[config.mk]
export PLATFORM = sky130hd
export DESIGN_NAME = i2s_rx_ctrl
export DESIGN_NICKNAME = d
export VERILOG_FILES = /design/src/rtl/i2s_pkg.sv /design/src/rtl/i2s_rx_fifo.sv /design/src/rtl/i2s_rx_ctrl.sv
export SDC_FILE = /design/constraint.sdc
export NUM_CORES = 1
export LEC_CHECK = 0
export CORE_UTILIZATION = 42
export CTS_CLUSTER_SIZE = 16
export DETAILED_ROUTE_END_ITERATION = 16
export SLEW_MARGIN = 0
export SYNTH_ARGS = -nofsm -noshare
export SYNTH_HDL_FRONTEND = slang
export SYNTH_SLANG_ARGS = --single-unit
[constraint.sdc]
create_clock -name clk -period 2.8 [get_ports clk]
set_input_delay 0.84 -clock clk [delete_from_list [all_inputs] [get_ports clk]]
set_output_delay 0.84 -clock clk [all_outputs]
set_load 0.01 [all_outputs]
[src/rtl/i2s_pkg.sv]
// Shared constants for the I2S receive controller and its FIFO.
package i2s_pkg;

    // Default geometry of the receiver.
    localparam int I2S_DATA_W = 18;
    localparam int I2S_SLOT_W = 32;
    localparam int I2S_FIFO_D = 4;

    // Channel encoding carried on ws and stored with every captured word.
    localparam logic CH_LEFT  = 1'b0;
    localparam logic CH_RIGHT = 1'b1;

endpackage

[src/rtl/i2s_rx_fifo.sv]
// Synchronous FIFO with a registered read port. A push into a full FIFO is
// dropped unless a pop frees a slot on the same edge. The output register
// is loaded with the word that will be at the head after this edge, so a
// push into an empty FIFO shows up on rdata exactly one cycle later.
module i2s_rx_fifo #(
    parameter int W  = 19,
    parameter int D  = 4,
    localparam int AW = $clog2(D)
) (
    input  logic          clk,
    input  logic          rst,
    input  logic          push,
    input  logic [W-1:0]  wdata,
    input  logic          ready,
    output logic [W-1:0]  rdata,
    output logic          valid,
    output logic [AW:0]   level,
    output logic          dropped
);

    logic [W-1:0]  mem [D];
    logic [AW-1:0] wr_ptr_reg;
    logic [AW-1:0] rd_ptr_reg;
    logic [AW-1:0] rd_ptr_next;
    logic [AW:0]   count_reg;
    logic [W-1:0]  rdata_reg;
    logic          full;
    logic          pop;
    logic          push_acc;

    assign valid    = (count_reg != '0);
    assign full     = (count_reg == (AW+1)'(D));
    assign pop      = valid && ready;
    assign push_acc = push && (!full || pop);
    assign dropped  = push && full && !pop;
    assign level    = count_reg;
    assign rdata    = rdata_reg;

    // Read pointer as it will be after this edge.
    always_comb begin
        rd_ptr_next = rd_ptr_reg;
        if (pop) begin
            rd_ptr_next = rd_ptr_reg + AW'(1);
        end
    end

    // Storage array; kept free of reset so it maps onto block RAM.
    always_ff @(posedge clk) begin
        if (push_acc) begin
            mem[wr_ptr_reg] <= wdata;
        end
    end

    // Pointers, occupancy and the registered head word.
    always_ff @(posedge clk) begin
        if (rst) begin
            wr_ptr_reg <= '0;
            rd_ptr_reg <= '0;
            count_reg  <= '0;
            rdata_reg  <= '0;
        end else begin
            if (push_acc) begin
                wr_ptr_reg <= wr_ptr_reg + AW'(1);
            end
            rd_ptr_reg <= rd_ptr_next;
            case ({push_acc, pop})
                2'b10:   count_reg <= count_reg + (AW+1)'(1);
                2'b01:   count_reg <= count_reg - (AW+1)'(1);
                default: count_reg <= count_reg;
            endcase
            // The word being written becomes the head when the FIFO is
            // (or is about to be) empty; the array has not absorbed it yet.
            if (push_acc && (wr_ptr_reg == rd_ptr_next)) begin
                rdata_reg <= wdata;
            end else begin
                rdata_reg <= mem[rd_ptr_next];
            end
        end
    end

endmodule

[src/rtl/i2s_rx_ctrl.sv]
// I2S master receiver: generates sck/ws for a microphone, deserialises
// MSB-first samples on sck falling edges and queues {channel, sample}.
module i2s_rx_ctrl
    import i2s_pkg::*;
#(
    parameter int DATA_W = I2S_DATA_W,
    parameter int SLOT_W = I2S_SLOT_W,
    parameter int FIFO_D = I2S_FIFO_D
) (
    input  logic                      clk,
    input  logic                      rst,
    input  logic                      en,
    input  logic [7:0]                prescale,
    output logic                      sck,
    output logic                      ws,
    input  logic                      sdi,
    output logic [DATA_W-1:0]         out_data,
    output logic                      out_ch,
    output logic                      out_valid,
    input  logic                      out_ready,
    output logic [$clog2(FIFO_D):0]   level,
    output logic                      overrun,
    input  logic                      clr_ovr
);

    localparam int BW = $clog2(SLOT_W);

    logic              en_d_reg;
    logic [7:0]        presc_reg;
    logic [7:0]        div_reg;
    logic              sck_reg;
    logic              ws_reg;
    logic [BW-1:0]     b_reg;
    logic [DATA_W-1:0] shift_reg;
    logic [DATA_W-1:0] word_next;
    logic              overrun_reg;

    logic [7:0]        eff_presc;
    logic              tc;
    logic              fall_ev;
    logic              b_last;
    logic              push;
    logic              dropped;
    logic [DATA_W:0]   fifo_rdata;

    // On the first enabled edge the live prescale is used so that the very
    // first half period already has the newly latched length.
    assign eff_presc = en_d_reg ? presc_reg : prescale;
    assign tc        = (div_reg == eff_presc);
    assign fall_ev   = en && tc && sck_reg;
    assign b_last    = (b_reg == BW'(SLOT_W - 1));
    assign push      = fall_ev && (b_reg == BW'(DATA_W - 1));

    // Slot word with the current sdi merged at the bit selected by b;
    // positions b >= DATA_W match no bit and leave the word untouched.
    generate
        for (genvar gi = 0; gi < DATA_W; gi++) begin : g_bit
            assign word_next[gi] = (b_reg == BW'(DATA_W - 1 - gi)) ? sdi : shift_reg[gi];
        end
    endgenerate

    // Divider, bit clock, slot counter, word select and shifter.
    always_ff @(posedge clk) begin
        if (rst) begin
            en_d_reg  <= 1'b0;
            presc_reg <= '0;
            div_reg   <= '0;
            sck_reg   <= 1'b0;
            ws_reg    <= CH_LEFT;
            b_reg     <= '0;
            shift_reg <= '0;
        end else if (!en) begin
            en_d_reg  <= 1'b0;
            div_reg   <= '0;
            sck_reg   <= 1'b0;
            ws_reg    <= CH_LEFT;
            b_reg     <= '0;
            shift_reg <= '0;
        end else begin
            en_d_reg <= 1'b1;
            if (!en_d_reg) begin
                presc_reg <= prescale;
            end
            if (tc) begin
                div_reg <= '0;
                sck_reg <= ~sck_reg;
            end else begin
                div_reg <= div_reg + 8'd1;
            end
            if (fall_ev) begin
                shift_reg <= word_next;
                if (b_last) begin
                    b_reg  <= '0;
                    ws_reg <= (ws_reg == CH_LEFT) ? CH_RIGHT : CH_LEFT;
                end else begin
                    b_reg <= b_reg + BW'(1);
                end
            end
        end
    end

    // Sticky overrun; a drop on the same edge beats the clear request.
    always_ff @(posedge clk) begin
        if (rst) begin
            overrun_reg <= 1'b0;
        end else if (dropped) begin
            overrun_reg <= 1'b1;
        end else if (clr_ovr) begin
            overrun_reg <= 1'b0;
        end
    end

    i2s_rx_fifo #(
        .W (DATA_W + 1),
        .D (FIFO_D)
    ) u_fifo (
        .clk     (clk),
        .rst     (rst),
        .push    (push),
        .wdata   ({ws_reg, word_next}),
        .ready   (out_ready),
        .rdata   (fifo_rdata),
        .valid   (out_valid),
        .level   (level),
        .dropped (dropped)
    );

    assign sck      = sck_reg;
    assign ws       = ws_reg;
    assign overrun  = overrun_reg;
    assign out_ch   = fifo_rdata[DATA_W];
    assign out_data = fifo_rdata[DATA_W-1:0];

endmodule

After elaboration in Yosys (flattened, before gate mapping)

Memories as Yosys holds them, arrays and structs flattened. A register that Yosys moved wholly into a read port is not among the register bits.
Index checks and enable logic that the tools add are counted.

Memories: 1
Bits in registers: 50
RAM bits: 76

Memories:

| memory     | words | bits a word | rd ports | clocked after memory_dff | write ports | line              | text |
|---|---|---|---|---|---|---|---|
| u_fifo.mem | 4     | 19          | 1        | 1                        | 1           | i2s_rx_fifo.sv:21 | `logic [W-1:0] mem [D];` |

Muxes and demuxes: 28
Reduce and logical (&&, ||, !) cells: 17
Eq/ne operators: 22
Add/sub/neg operators: 6
Bitwise gates (word level): 2

Operators with widths:

| kind                  | count |
|---|---|
| $eq A5 B4 Y1 const B  | 8 |
| $mux W1               | 24 |
| $eq A5 B3 Y1 const B  | 4 |
| $eq A5 B5 Y1 const B  | 3 |
| $eq A5 B2 Y1 const B  | 2 |
| $add A8 B1 Y8 const B | 1 |
| $eq A8 B8 Y1          | 1 |
| $mux W8               | 1 |
| $logic_and A1 B1 Y1   | 7 |
| $pmux W3 S2           | 1 |
| $add A5 B1 Y5 const B | 1 |
| $eq A5 B1 Y1 const B  | 1 |
| $logic_not A5 Y1      | 1 |
| $mux W5               | 1 |
| $add A2 B1 Y2 const B | 2 |
| $reduce_bool A2 Y1    | 2 |
| $add A3 B1 Y3 const B | 1 |
| $eq A3 B3 Y1 const B  | 1 |
| $reduce_bool A3 Y1    | 1 |
| $reduce_or A3 Y1      | 1 |
| $sub A3 B1 Y3 const B | 1 |
| $eq A2 B1 Y1 const B  | 1 |
| $eq A2 B2 Y1 const B  | 1 |
| $logic_not A1 Y1      | 2 |
| 5 further kinds       | 6 |

Depth between registers and ports, before layout

Word-level depth: 8
Mapped depth: 12
Depth with buffers taken out: 11

Hierarchy

Synthesis repeated with hierarchy kept, for this count alone.

Cell total of the unflattened synthesis: 653
Area total of the unflattened synthesis: 7190.6 um^2

By module, submodules not included:

| module      | area each (um^2) | cells each | times used | sequential area each (um^2) |
|---|---|---|---|---|
| i2s_rx_fifo | 4822.1           | 397        | 1          | 2802.7 |
| i2s_rx_ctrl | 2368.5           | 256        | 1          | 860.8 |

Worst setup path after synthesis

No wires, ideal clock.

Kind: input -> register
From: in prescale[0]
To: reg u_fifo.count_reg[2], in the netlist u_fifo.level[2]
Stages on the path: 10
Buffers on the path: 0
Required time: 2677 ps
Slack: -88 ps
Setup time: 123 ps
Data arrival time: 2764 ps
Cell sequence: mux2i_1 -> xnor2_1 -> nor4_4 -> nand4_1 -> o21ai_1 -> inv_1 -> fa_1 -> and2_1 -> a2bb2oi_1 -> mux2_1

Longest elaborated chain between the ends: 8
Elaborated cells between the ends (all ways): 10

Ends and longest elaborated chain:

| element                                           | line              | text |
|---|---|---|
| start, declared                                   | i2s_rx_ctrl.sv:13 | `input logic [7:0] prescale,` |
| $mux W8 (*)                                       | --                |  |
| $eq A8 B8 Y1 (*)                                  | i2s_rx_ctrl.sv:49 | `assign tc = (div_reg == eff_presc);` |
| $logic_and A1 B1 Y1 (*) (2 in a row)              | i2s_rx_ctrl.sv:50 | `assign fall_ev = en && tc && sck_reg;` |
| $logic_and A1 B1 Y1 (*)                           | i2s_rx_ctrl.sv:52 | `assign push = fall_ev && (b_reg == BW'(DATA_W - 1));` |
| $logic_and A1 B1 Y1 (*)                           | i2s_rx_fifo.sv:34 | `assign push_acc = push && (!full \|\| pop);` |
| $eq A2 B1 Y1 or $eq A2 B2 Y1 (tied branches)      | i2s_rx_fifo.sv:66 | `case ({push_acc, pop})` |
| $pmux W3 S2 or $reduce_bool A2 Y1 (tied branches) | --                |  |
| end signal, assigned                              | i2s_rx_fifo.sv:67 | `2'b10: count_reg <= count_reg + (AW+1)'(1);` |
| end signal, assigned                              | i2s_rx_fifo.sv:68 | `2'b01: count_reg <= count_reg - (AW+1)'(1);` |
| end signal, assigned                              | i2s_rx_fifo.sv:69 | `default: count_reg <= count_reg;` |
| end, declared                                     | i2s_rx_fifo.sv:25 | `logic [AW:0] count_reg;` |

Mark *: on every way between the ends. The rest lies on a longest branch, timed or not.
A chain may end at the register's enable or synchronous reset.

Worst setup path in the final report

From: in prescale[5]
To: reg u_fifo.count_reg[2], in the netlist u_fifo.level[2]

Same word-level chain as after synthesis.

==> flow_summary.yaml <==
run_status:
  outcome: "finished, final reports clean"
die:
  start_util_pct: 42.8
  io_pins: 40
  core_area_um2: 15800
  die_w_um: 129
  die_y_um: 129
  num_rows: 46
  die_area_um2: 16600
yosys:
  syn_inst: 639
  synth_seq_cells: 145
  synth_edf_count: 76
  async_reset_ff_share_pct: 0
  ys_types: 52
  syn_nets: 665
  synth_warnings: 0
  ys_seq_area_share_pct: 54.1
  synth.cell_area_um2: 6770
  synth_top_flop_cell: "edfxtp_1"
  avgSynthCellArea_um2: 10.6
worst_setup_path:
  rr_startpoint: "en_d_reg"
  worstSetupPathType: "primary input to flip-flop"
  cp_slowest_cell: "fa_2"
  cp.arrival_ns: 3.03
  cpPeakStageDelay_ns: 0.34
  end_kind: "flip-flop"
  crit_chain: "dlygate4sd2_1 > mux2i_4 > xnor2_2 > nor4_4 > nand4_1 > o21ai_2 > inv_2 > fa_2 > and2_4 > a2bb2oi_2 > mux2_4"
  start_kind: "primary input"
  crit_buf_inv: 2
  crit_family: "simple AND/OR/NAND/NOR gates"
  worstSetupStartpoint: "prescale[5]"
  worstRegToRegCells: 11
  cp.depth: 11
  critPathRequiredTime_ns: 3.11
  r2r_slack_ns: 0.14
  r2r_end: "u_fifo.level[2]"
  critical_path.endpoint: "u_fifo.level[2]"
  crit_fanout: 2
pwr:
  p_leak_nw: 2.76
  power_density_nw_per_um2: 564
  vdd_drop_max_mv: 0.453
place:
  place_ws_ns: -0.626
  gp_congestion: 0.803
  place.port_buffers: 39
  post_dp_cell_area_um2: 7660
  dpl.hpwl_um: 10300
detailed_routing:
  drt-initial-drc-count: 381
  drt_pass1_iterations: 4
  drc_errors: 0
  vias: 5077
  ant_nets: 0
  viasPerCell: 5.49
  wl_um: 16300
  wl_per_cell_um: 17.7
clocking:
  root_buffer: "clkbuf_16"
  clk_latency_ns: 0.42
  cts_tree: "yes"
  cts_buffers: 17
  clk_transition_reported_paths_ns: 0.06
  clkSinkCount: 145
  ctsLongestPathBuffers: 2
  ctsHoldBuffers: 0
  cts_max_level: 4
global_routing:
  grt-ovfl-total: 0
  grt_usage_pct: 20.7
  grt_pass1_wl_um: 26000
  grt_pass1_vias: 5036
  grt_max_degree: 77
  antenna_found_initial: 0
final_layout:
  drive_above_1_share_pct: 20.6
  final_cell_mix: "edfxtp_1 (76), dfxtp_1 (68), nand2_1 (66)"
  antenna_cells: 0
  final_core_util_pct: 52.9
  syn_to_final_growth_pct: 23.6
  layout_commonest_cell: "edfxtp_1"
  fill_cells: 1363
  largest_reg_flops: 76
  fin_area_um2: 8370
  fin_nets: 721
sta:
  period_share_pct: 97.2
  worstMarginPinSlew_ns: 0.688
  fmaxAchievable_mhz: 368
  finalWorstSetupSlack_ns: 0.0794
  slew_headroom_pct: 54.1
  setup_viol: 0
  drv_slew: 0
  period_needed_ns: 2.72
  hold_viol_final: 0
  clock_skew_ns: 0.00727
hold_path:
  min_path_type: "flip-flop to flip-flop"
job:
  cap_violations: 0
==> worst reg2reg max path: cells and delay by family, from the launching register on <==
family          cells  cell delay [ns]
compound gates      2             0.34
xor+xnor            1             0.12
fa+ha+maj           1             0.34
buf+inv             2             0.21
flops               1             0.35
mux                 2             0.54
simple gates        3             0.65
==> timing repair <==
item                                    4_1_cts  5_1_grt
gates resized for setup                      17       10
pin swaps                                    14       12
endpoints found under the setup margin       17       36
hold endpoints to repair                      0        0
buffers inserted                              5        0
==> logic make-up (layout without fill, tap and decap cells) <==
family	after synthesis	in the layout	synth area share, %
adder cells (fa/ha/maj)	12	12	2.33
AND/OR/NAND/NOR	212	212	16.1
multiplexers	52	52	8.39
flip-flops	145	145	54.1
buffers and inverters	59	128	3.75
XOR/XNOR	19	19	2.46
AO/OA/AOI/OAI	140	140	12.8
==> synth_stat cells (4+ instances only) <==
cell       n  area (µm²)
clkbuf_1  37         139
nor3_1    26         130
and2_1     5        31.3
o21ai_1    5        25.0
edfxtp_1  76        2280
mux2i_1   14         140
mux2_2    36         405
buf_2      5        25.0
inv_1      7        26.3
a211oi_1   5        37.5
nor2_1    32         120
ha_1      11         138
o21ai_0   38         190
buf_1      5        18.8
nor3b_1   18         135
xnor2_1   11        96.3
o221ai_1  18         158
or3_1      4        25.0
nor2b_1    5        31.3
o22ai_1   19         119
xor2_1     8        70.1
nand2_1   66         248
nand2b_1   7        43.8
a21oi_2   10        87.6
nand3_1   32         160
dfxtp_1   69        1380
a21oi_1   36         180
==> per-stage QoR <==
stage | total power, mW | instances | TNS [ns] | hold slack, ns
6_report | 4.72 | 924 | 0 | 0.454
5_1_grt | 4.85 | 924 | -0.0258 | 0.475
4_1_cts | 4.74 | 924 | 0 | 0.455
3_5_place_dp | 2.43 | 887 | -42.88 | 0.447
3_3_place_gp | 2.43 | 887 | -38.35 | 0.438
2_1_floorplan | 2.36 | 639 | -0.0717 | 0.433
==> layout make-up <==
class	instances	area, µm²	area share (%)
inverter	8	30.0	0.359
tap	216	270	3.23
clock buffer	22	474	5.67
clock inverter	10	131	1.57
sequential	145	3660	43.8
multi-input combinational	435	2930	35.1
timing repair buffer	88	863	10.3
==> power by group <==
part / total (mW) / internal [mW] / leakage [nW] / switching (mW)
clock: 2.32 / 1.47 / 0.292 / 0.854
sequential: 2.25 / 2.23 / 1.20 / 0.0107
combinational: 0.154 / 0.0782 / 1.27 / 0.0760
==> worst min path at each step <==
| stage | start | end | slack (ns) | cells after the start |
|---|---|---|---|---|
| after detailed placement | shift_reg[13] | shift_reg[13] | 0.45 | 2 |
| after global routing | shift_reg[16] | shift_reg[16] | 0.47 | 2 |
| after CTS | shift_reg[13] | shift_reg[13] | 0.46 | 2 |
| after floorplan | shift_reg[0] | shift_reg[0] | 0.43 | 2 |
| final | shift_reg[6] | shift_reg[6] | 0.45 | 2 |
| after global placement | shift_reg[8] | shift_reg[8] | 0.44 | 2 |
==> per-layer routing <==
| layer | share of wire [%] | track usage (%) | up-vias | wire, µm |
|---|---|---|---|---|
| li1 | - | - | 2446 | - |
| met1 | 45 | 25.8 | 2490 | 7350 |
| met2 | 50 | 35.0 | 112 | 8110 |
| met3 | 3.5 | 3.62 | 29 | 566 |
| met4 | 1.9 | 9.34 | 0 | 308 |
| met5 | 0 | 0 | - | 0 |
Power figures use the tool's default switching activity.
